File: config.mk
export PLATFORM = sky130hd
export DESIGN_NAME = rename_free_list
export DESIGN_NICKNAME = d
export VERILOG_FILES = /design/src/rtl/rename_free_list.sv
export SDC_FILE = /design/constraint.sdc
export NUM_CORES = 1
export LEC_CHECK = 0
export ABC_AREA = 0
export CELL_PAD_IN_SITES_DETAIL_PLACEMENT = 1
export CELL_PAD_IN_SITES_GLOBAL_PLACEMENT = 1
export CORE_ASPECT_RATIO = 1.2
export CORE_UTILIZATION = 45
export DETAILED_ROUTE_END_ITERATION = 8
export PLACE_DENSITY = 0.84
export SETUP_SLACK_MARGIN = 0.05
export SYNTH_ARGS = -nofsm -noshare
export SYNTH_HDL_FRONTEND = slang
export SYNTH_SLANG_ARGS = --single-unit
File: constraint.sdc
create_clock -name clk -period 2.79 [get_ports clk]
set_input_delay 0.279 -clock clk [delete_from_list [all_inputs] [get_ports clk]]
set_output_delay 0.279 -clock clk [all_outputs]
set_load 0.02 [all_outputs]
File: src/rtl/rename_free_list.sv
// Physical register free list: circular queue of free pregs with a
// single branch checkpoint on the allocation pointer.
module rename_free_list #(
    parameter int NUM_PREG = 64,
    parameter int NUM_AREG = 32
) (
    input  logic       clk,
    input  logic       rst,
    input  logic       alloc_req,
    output logic       alloc_grant,
    output logic [5:0] alloc_preg,
    input  logic       free_valid,
    input  logic [5:0] free_preg,
    input  logic       ckpt_save,
    input  logic       ckpt_restore,
    output logic [6:0] free_count,
    output logic       empty,
    output logic       overflow_err
);

    localparam int NUM_INIT = NUM_PREG - NUM_AREG;

    logic [5:0] queue [64];
    logic [6:0] head;
    logic [6:0] tail;
    logic [6:0] ckpt_head;
    logic [6:0] head_next;
    logic       full;
    logic       free_ok;
    logic       free_drop;

    assign free_count  = tail - head;
    assign empty       = (tail == head);
    assign full        = (tail[6] != head[6]) && (tail[5:0] == head[5:0]);
    assign alloc_preg  = queue[head[5:0]];
    assign alloc_grant = alloc_req && !empty && !ckpt_restore;

    // p0 is the hardwired zero register and never enters the list
    assign free_ok   = free_valid && (free_preg != 6'd0) && !full;
    assign free_drop = free_valid && (free_preg != 6'd0) && full;

    always_comb begin
        head_next = head + {6'd0, alloc_grant};
        if (ckpt_restore) begin
            head_next = ckpt_head;
        end
    end

    always_ff @(posedge clk) begin
        if (rst) begin
            for (int i = 0; i < 64; i++) begin
                queue[i] <= (i < NUM_INIT) ? 6'(NUM_AREG + i) : 6'd0;
            end
            head         <= 7'd0;
            tail         <= 7'(NUM_INIT);
            ckpt_head    <= 7'd0;
            overflow_err <= 1'b0;
        end else begin
            if (free_ok) begin
                queue[tail[5:0]] <= free_preg;
                tail             <= tail + 7'd1;
            end
            if (free_drop) begin
                overflow_err <= 1'b1;
            end
            head <= head_next;
            // restore wins over save, so the snapshot tracks the restored head
            if (ckpt_restore || ckpt_save) begin
                ckpt_head <= head_next;
            end
        end
    end

endmodule

==> flow_metrics.py, run 1 <==
metrics = {
    "run_status": {
        "outcome": "complete, but fails checks",
        "violations": "negative setup slack",
    },
    "synth": {
        "syn_nets": 1483,
        "ys_types": 47,
        "synth_seq_cells": 406,
        "ys.flop_type": "edfxtp_1",
        "ys.warnings.count": 0,
        "yosys.area.top_type": "edfxtp_1",
        "synth_edf_count": 384,
        "synthCells": 1461,
        "synthesis.area_um2": 19100,
        "netlist.area_leader.share_pct": 60.4,
        "ys_seq_area_share_pct": 62.7,
        "synthArstFlopShare_pct": 0,
        "syn_area_per_cell_um2": 13.1,
        "synth_area_leaders": "edfxtp_1, mux4_2, nor3_1",
    },
    "route": {
        "dr.pass1.iters": 6,
        "vias_per_cell": 6.57,
        "vias": 13822,
        "drc": 0,
        "wl_mm": 66.0,
        "ant_nets": 0,
        "avgRoutedWirePerCell_um": 31.4,
        "first_iter_violations": 1676,
    },
    "floorplan": {
        "std_cell_rows": 82,
        "die_h_um": 228,
        "ios": 28,
        "coreArea_um2": 41800,
        "start_util_pct": 45.7,
        "dieArea_um2": 43300,
        "die_w_um": 190,
    },
    "pwr": {
        "p_leak_nw": 7.25,
        "power_density_nw_per_um2": 599,
        "irDropWorstVdd_uv": 535,
    },
    "layout": {
        "fin_cells": 2105,
        "drive_above_1_share_pct": 29.4,
        "nets": 1549,
        "n_antenna_cell": 0,
        "fin_util_pct": 55.0,
        "multiInputGateArea_um2": 6970,
        "seqCellArea_um2": 12000,
        "area_delta_synth_final_pct": 20.4,
        "nFillCells": 3993,
    },
    "global_routing": {
        "grt_max_degree": 87,
        "grt_usage_pct": 29.8,
        "overflow": 0,
        "grt_pass1_vias": 14623,
        "antenna_found_initial": 0,
        "grt_pass1_wl_mm": 94.5,
    },
    "clocking": {
        "clk_latency_ns": 0.56,
        "cts_sinks": 406,
        "cts.reportedPaths.clkPinSlew_ns": 0.07,
        "cts_tree": "yes",
        "numCtsBuffers": 42,
        "clockBufferDepth": 3,
        "ctsHtreeMaxLevel": 2,
        "cts_hold_buf": 0,
        "root_buffer": "clkbuf_16",
    },
    "timing": {
        "fin_ws_ns": -0.225,
        "min_period_over_period_pct": 108,
        "fin_crit_ns": 3.01,
        "skew_ns": 0.0135,
        "worstMarginPinSlew_ns": 1.17,
        "rsz0062_at_grt": "true",
        "fmax_mhz": 332,
        "setup_viol": 15,
        "hold_viol": 0,
        "drv_slew": 0,
        "relSlewSlack_pct": 22.0,
    },
    "place": {
        "gp_congestion": 0.870,
        "port_buffers": 27,
        "dpl.hpwl_mm": 37.4,
        "dp.cells": 2002,
    },
    "min_path": {
        "worst_hold_path_type": "in -> reg",
    },
    "worst_setup_path": {
        "critPathCaptureType": "primary output",
        "cp-start-kind": "flip-flop",
        "path_class": "reg -> out",
        "cp_max_fo": 6,
        "critPathRequiredTime_ns": 2.51,
        "r2r_slack_ns": -0.04,
        "arrival_ns": 2.74,
    },
    "run": {
        "drv_cap": 0,
    },
}
## path summary, 6_finish.rpt
check	startpoint	end	cells after the start
setup / recovery	head[0]	alloc_preg[1]	7
hold reg to reg	ckpt_head[6]	ckpt_head[6]	2
hold / removal	free_preg[5]	overflow_err	5
setup reg to reg	tail[0]	ckpt_head[5]	13
## cell families after synthesis
| family | after synthesis | synth area share (%) |
|---|---|---|
| mux | 128 | 11.8 |
| buf+inv | 174 | 4.09 |
| compound gates | 99 | 3.48 |
| xor+xnor | 15 | 0.688 |
| simple gates | 629 | 16.5 |
| fa+ha+maj | 10 | 0.695 |
| flops | 406 | 62.7 |
## layout make-up
class	count	share of cell area, %
Tap cell	546	2.97
Timing Repair Buffer	178	8.38
Clock buffer	63	5.50
Clock inverter	13	0.365
Multi-Input combinational cell	882	30.3
Sequential cell	406	52.2
Inverter	17	0.299
## through the flow
step	TNS [ns]	power, W	hold slack (ns)	area (um^2)	setup WS, ns
finish	-1.32	0.0138	0.428	23000	-0.225
global route	-1.47	0.0140	0.483	23000	-0.241
CTS	-0.757	0.0136	0.382	22600	-0.165
detailed placement	-6.57	0.00801	0.454	20600	-0.135
global placement	-0.0858	0.00795	0.438	20600	-0.0635
floorplan	0	0.00756	0.427	19200	0.0741
## registers in the layout, summed over array words and instances (netlist names)
signal,cells
ckpt_head,7
queue,384
overflow_err,1
tail,7
head,7
## synthesized netlist by cell type (15+ instances only)
cell and count:
a21oi_1 16, and2_1 33, buf_2 30, clkbuf_1 105
dfxtp_1 22, edfxtp_1 384, mux2i_1 50, mux4_2 78
nand2_1 85, nand2b_1 15, nand3_1 41, nor2_1 106
nor3_1 229, o21ai_0 16, o22ai_1 18, or2_2 45
or3_1 34
## layer usage
layer	vias to the layer above	global-route usage, %	wire length, um
met1	7064	33.6	22600
li1	5638	-	-
met4	0	19.2	5160
met2	828	52.7	33600
met5	-	0	0
met3	292	4.81	4690
## worst max-delay path, cell delays in order, from the launching register on
cell and delay, ns:
dfxtp_4 0.38, buf_12 0.13, bufbuf_16 0.28, mux4_2 0.56, mux2i_2 0.24, o21ai_1 0.17, a22o_1 0.27, buf_6 0.15
## layout by cell type, fill, tap and decap left out, drive strengths merged, types with 16 or more instances in the layout
master,count
or2,60
or3,34
nand2,85
buf,155
o22ai,18
inv,17
and2,33
nand3,42
nor2,106
dfxtp,22
o21ai,16
edfxtp,384
mux4,78
a21oi,16
nor3,229
clkbuf,67
mux2i,50
## report_power, final
group,switching (W),total [W],internal (W)
Combinational,0.000740,0.00124,0.000501
Sequential,0.0000752,0.00687,0.00680
Clock,0.00244,0.00566,0.00322
## timing repair
item	CTS	global route
setup endpoints to repair	170	244
cloned	5	4
resized for setup	146	75
hold endpoints to repair	0	0
pin swaps	19	22
buffers inserted	15	4
Power figures use the tool's default switching activity.
==> run 2, diff against run 1 <==
- PLACE_DENSITY: 0.84 -> 0.81
- SLEW_MARGIN: not set -> 20
- clock period: 2.79 -> 3.1 ns (I/O delays scaled with it)
==> run 2 against run 1 <==
Clock-buffer cell count fell by 17. Largest cell class unchanged. Utilization fell by 2.9 points. Largest power group unchanged. Critical path type unchanged. Sequential share of layout area rose by 2.9 points. Clock power fell by 10%. Sequential power fell by 10%. The flow now finishes without violations. Flip-flop and latch count did not move. Power fell by 12%. Wire length fell by 13%. Highest routed layer unchanged.
==> flow_metrics.py, run 2 (synthesized netlist as in run 1, its figures left out) <==
metrics = {
    "clocking": {
        "cts_sinks": 406,
        "clk_latency_ns": 0.56,
        "root_buffer": "clkbuf_16",
        "cts_tree": "yes",
        "ctsHtreeMaxLevel": 2,
        "numCtsBuffers": 41,
        "clockBufferDepth": 3,
        "cts.reportedPaths.clkPinSlew_ns": 0.06,
        "cts_hold_buf": 0,
    },
    "worst_setup_path": {
        "worstPathCellList": "buf_4 > buf_12 > mux4_2 > a211oi_2 > a21o_1 > o21ai_0 > clkdlybuf4s15_1",
        "reg2reg_depth": 9,
        "path_class": "reg -> out",
        "regToRegEndpoint": "queue[19][5]",
        "arrival_ns": 2.78,
        "cp_max_fo": 12,
        "cp_slowest_cell": "mux4_2",
        "r2r_slack_ns": 0.12,
        "critPathCaptureType": "primary output",
        "slowest_delay_ns": 0.52,
        "r2r_start": "head[0]",
        "cp-start-kind": "flip-flop",
        "critPathRequiredTime_ns": 2.79,
    },
    "place": {
        "gp_congestion": 0.858,
        "placed_area_um2": 20000,
        "place_ws_ns": 0.113,
        "dpl.hpwl_mm": 35.6,
        "port_buffers": 27,
        "dp.cells": 1944,
    },
    "run": {
        "drv_cap": 0,
    },
    "global_routing": {
        "grt_usage_pct": 26.6,
        "grt_pass1_wl_mm": 85.2,
        "antenna_found_initial": 0,
        "grt_max_degree": 65,
        "overflow": 0,
        "grt_pass1_vias": 13710,
    },
    "route": {
        "drc": 0,
        "vias": 12951,
        "wl_mm": 57.8,
        "avgRoutedWirePerCell_um": 28.4,
        "vias_per_cell": 6.37,
        "ant_nets": 0,
        "dr.pass1.iters": 5,
        "first_iter_violations": 1154,
    },
    "floorplan": {
        "start_util_pct": 45.7,
        "die_h_um": 228,
        "std_cell_rows": 82,
        "coreArea_um2": 41800,
        "die_w_um": 190,
        "dieArea_um2": 43300,
        "ios": 28,
    },
    "pwr": {
        "power_density_nw_per_um2": 560,
        "p_sw_w": 0.00280,
        "p_leak_nw": 6.72,
        "irDropWorstVdd_uv": 454,
        "pwr-share-comb_pct": 7.5,
        "power_frac_clock_pct": 41.8,
        "p_int_w": 0.00939,
        "seqPwrFrac_pct": 50.7,
        "switching_share_pct": 23.0,
    },
    "layout": {
        "largest_register": "queue",
        "area_delta_synth_final_pct": 14.0,
        "drive_above_1_share_pct": 22.5,
        "nets": 1480,
        "n_antenna_cell": 0,
        "largest_reg_flops": 384,
        "fin_cells": 2033,
        "final_cell_mix": "edfxtp_1, nor3_1, nor2_1",
        "design_area_um2": 21800,
        "mostFrequentLayoutCell": "edfxtp_1",
    },
    "timing": {
        "setup_viol": 0,
        "skew_ns": 0.0162,
        "fin_crit_ns": 3.09,
        "fin_ws_ns": 0.00954,
        "rsz0062_at_grt": "true",
        "whs_ns": 0.470,
        "drv_slew": 0,
        "hold_viol": 0,
        "min_period_over_period_pct": 99.7,
        "relSlewSlack_pct": 30.0,
        "fmax_mhz": 324,
        "worstMarginPinSlew_ns": 1.05,
    },
    "min_path": {
        "worstHoldStart": "ckpt_head[6]",
        "min_to": "ckpt_head[6]",
        "worst_hold_path_type": "reg -> reg",
        "min_path_cells": 2,
    },
    "run_status": {
        "outcome": "finished, final reports clean",
    },
}
-- run 2: changes by cell type in the layout (fill, tap and decap cells not counted), sizes merged --
cell / delta
buf: -69
clkbuf: -15
clkinv: +6
bufinv: +4
bufbuf: -3
clkdlybuf4s50: +3
dlygate4sd2: -3
clkdlybuf4s15: +2
inv: +2
clkinvlp: +1
dlymetal6s2s: +1
or2: -1
-- run 2: metrics by stage --
stage	setup TNS [ns]	util, %	power, W
after floorplan	0	-	0.00680
after global placement	0	47.9	0.00710
after detailed placement	0	47.9	0.00714
after CTS	-0.192	51.7	0.0122
after global routing	-0.0563	52.1	0.0124
final	0	52.1	0.0122
-- run 2: worst max path at each step --
stage / startpoint / to / slack (ns)
final: head[0] / alloc_preg[2] / 0.01
after global routing: head[0] / alloc_preg[2] / -0.05
after CTS: head[0] / alloc_preg[3] / -0.14
after detailed placement: head[0] / alloc_preg[1] / 0.11
after global placement: head[0] / alloc_preg[3] / 0.12
after floorplan: head[2] / queue[0][0] / 0.05
-- run 2: final cells by class --
cell class / instances / area (um^2)
fill: 4070 / 20000
multi-input combinational: 881 / 6540
timing repair buffer: 111 / 1160
tap: 546 / 683
clock buffer: 46 / 1090
inverter: 17 / 63.8
clock inverter: 26 / 253
sequential: 406 / 12000
-- run 2: critical path: cells and delay by family, from the launching register on --
family                 cells  cell delay (ns)
DFF                        1             0.38
AOI/OAI and AO/OA          3             0.64
buffers and inverters      3             0.68
muxes                      1             0.52
-- run 2: timing repair --
item,in CTS,in global routing
gates cloned,2,3
buffers inserted,7,6
gates resized for setup,54,37
pin swaps,2,9
setup endpoints to repair,8,135
-- run 2: power groups by stage --
stage | sequential, W | clock [W] | combinational [W]
after global placement | 0.00628 | 0 | 0.000819
final | 0.00618 | 0.00509 | 0.000915
after global routing | 0.00618 | 0.00527 | 0.000958
after floorplan | 0.00625 | 0 | 0.000545
after CTS | 0.00617 | 0.00510 | 0.000891
after detailed placement | 0.00629 | 0 | 0.000852
-- run 2: per-layer routing --
metal,track usage (%),vias up,wire length (um)
met5,0,-,0
met4,12.0,0,2350
met3,4.07,143,3970
met2,48.0,619,30200
met1,31.3,6697,21200
li1,-,5492,-
==> run 3, diff against run 2 <==
- PLACE_DENSITY: 0.81 -> 0.84
- SETUP_SLACK_MARGIN: 0.05 -> not set
- SLEW_MARGIN: 20 -> not set
- clock period: 3.1 -> 2.8 ns (I/O delays scaled with it)
==> run 3 against run 2 <==
The flow now finishes with violations (negative setup slack). Cell count rose by 4.4%. Global-route usage rose by 2.8 points. Sequential power rose by 11%. Sequential share of layout area fell by 3.4 points. Worst hold slack got worse by 0.16 ns. Non-clock buffer count rose by 89. First-iteration DRC count rose by 62%. Clock skew rose by 0.0053 ns. Clock power rose by 8.1%. Utilization rose by 3.4 points.
==> flow_metrics.py, run 3 (synthesized netlist as in run 1, its figures left out) <==
metrics = {
    "worst_setup_path": {
        "r2r_start": "head[1]",
        "critPathRequiredTime_ns": 2.52,
        "arrival_ns": 3.14,
        "cp_max_fo": 7,
        "critPathCaptureType": "primary output",
        "r2r_slack_ns": -0.20,
        "path_class": "reg -> out",
        "cp-start-kind": "flip-flop",
        "crit_start": "head[0]",
    },
    "layout": {
        "largest_reg_flops": 384,
        "nFillCells": 3973,
        "fin_util_pct": 55.5,
        "n_antenna_cell": 0,
        "final_cell_mix": "edfxtp_1, nor3_1, buf_4",
        "drive_above_1_share_pct": 30.9,
        "seqCellArea_um2": 12000,
        "area_delta_synth_final_pct": 21.5,
        "multiInputGateArea_um2": 7060,
        "mostFrequentLayoutCell": "edfxtp_1",
        "nets": 1570,
        "fin_cells": 2123,
        "largest_register": "queue",
    },
    "floorplan": {
        "die_w_um": 190,
        "die_h_um": 228,
        "dieArea_um2": 43300,
        "coreArea_um2": 41800,
        "std_cell_rows": 82,
        "ios": 28,
        "start_util_pct": 45.7,
    },
    "global_routing": {
        "grt_max_degree": 87,
        "grt_pass1_wl_mm": 93.5,
        "overflow": 0,
        "antenna_found_initial": 0,
        "grt_pass1_vias": 14513,
        "grt_usage_pct": 29.5,
    },
    "place": {
        "gp_congestion": 0.848,
        "dp.cells": 1996,
        "dpl.hpwl_mm": 37.5,
        "port_buffers": 27,
    },
    "pwr": {
        "seqPwrFrac_pct": 50.2,
        "p_sw_w": 0.00335,
        "power_frac_clock_pct": 40.3,
        "p_leak_nw": 7.35,
        "irDropWorstVdd_uv": 440,
        "pwr-share-comb_pct": 9.6,
        "switching_share_pct": 24.6,
        "power_density_nw_per_um2": 589,
        "p_int_w": 0.0103,
    },
    "timing": {
        "setup_viol": 313,
        "fmax_mhz": 292,
        "relSlewSlack_pct": 23.5,
        "min_period_over_period_pct": 122,
        "fin_ws_ns": -0.619,
        "worstMarginPinSlew_ns": 1.15,
        "skew_ns": 0.0215,
        "fin_crit_ns": 3.42,
        "drv_slew": 0,
        "hold_viol": 0,
        "rsz0062_at_grt": "true",
    },
    "route": {
        "vias": 14411,
        "vias_per_cell": 6.79,
        "drc": 0,
        "dr.pass1.iters": 7,
        "ant_nets": 0,
        "wl_mm": 71.8,
        "first_iter_violations": 1868,
        "avgRoutedWirePerCell_um": 33.8,
    },
    "clocking": {
        "cts_hold_buf": 0,
        "cts.reportedPaths.clkPinSlew_ns": 0.07,
        "root_buffer": "clkbuf_16",
        "cts_sinks": 406,
        "ctsHtreeMaxLevel": 2,
        "cts_tree": "yes",
        "clockBufferDepth": 3,
        "numCtsBuffers": 41,
        "clk_latency_ns": 0.58,
    },
    "min_path": {
        "worstHoldStart": "free_preg[5]",
        "worst_hold_path_type": "in -> reg",
    },
    "run": {
        "drv_cap": 0,
    },
    "run_status": {
        "violations": "negative setup slack",
        "outcome": "complete, but fails checks",
    },
}
## run 3: changes by cell type in the layout (fill, tap and decap cells not counted), moves of 6 or more
cell      change
nor2_1       -15
or2_2        -19
o22ai_1       -7
buf_12       +15
a211oi_1      -6
or2_4        +23
nor2_2       +13
buf_6         +8
o21ai_1       +6
o21ai_0       -7
buf_4        +67
## run 3: layer usage
layer	vias up	track usage [%]	wire, um
li1	5675	-	-
met1	7248	34.3	24100
met2	1101	50.5	34400
met3	387	5.33	7190
met4	0	18.6	6100
met5	-	0	0
## run 3: path summary, 6_finish.rpt
check / to / depth (start not counted)
min: overflow_err / 5
min reg2reg: ckpt_head[6] / 2
max reg2reg: queue[1][5] / 11
max: alloc_preg[1] / 7
## run 3: stage by stage
step                instance area, um^2  worst slack (ns)  power (W)  TNS [ns]  hold WS [ns]
global route                      23200            -0.600     0.0139    -28.76         0.351
CTS                               22300            -0.206     0.0133     -1.18         0.296
floorplan                         19200           0.00307    0.00753         0         0.427
detailed placement                20600            -0.167    0.00797     -2.90         0.461
global placement                  20600           -0.0972    0.00791    -0.981         0.440
finish                            23200            -0.619     0.0137    -23.82         0.306
## run 3: cell type report
class | count | area share (%)
Clock buffer | 52 | 4.83
Clock inverter | 20 | 0.642
Inverter | 17 | 0.302
Multi-Input combinational cell | 882 | 30.5
Sequential cell | 406 | 51.7
Tap cell | 546 | 2.95
Timing Repair Buffer | 200 | 9.15
## run 3: worst max-delay path: stages, from the launching register on
cell and delay [ns]:
dfxtp_4 0.51, buf_12 0.19, buf_4 0.17, mux4_2 0.53
mux2i_2 0.46, o21ai_2 0.24, a22o_4 0.32, buf_6 0.14
## run 3: power groups by stage
stage / clock network [W] / logic [W] / registers (W)
finish: 0.00550 / 0.00131 / 0.00685
global route: 0.00567 / 0.00134 / 0.00685
CTS: 0.00537 / 0.00109 / 0.00684
detailed placement: 0 / 0.00101 / 0.00696
global placement: 0 / 0.000968 / 0.00694
floorplan: 0 / 0.000609 / 0.00692
## run 3: repair_timing
item,in CTS,in global routing
gates cloned,3,8
setup endpoints to repair,213,357
endpoints found under the hold margin,0,0
buffers inserted,16,33
resized for setup,113,123
pin swaps,3,36
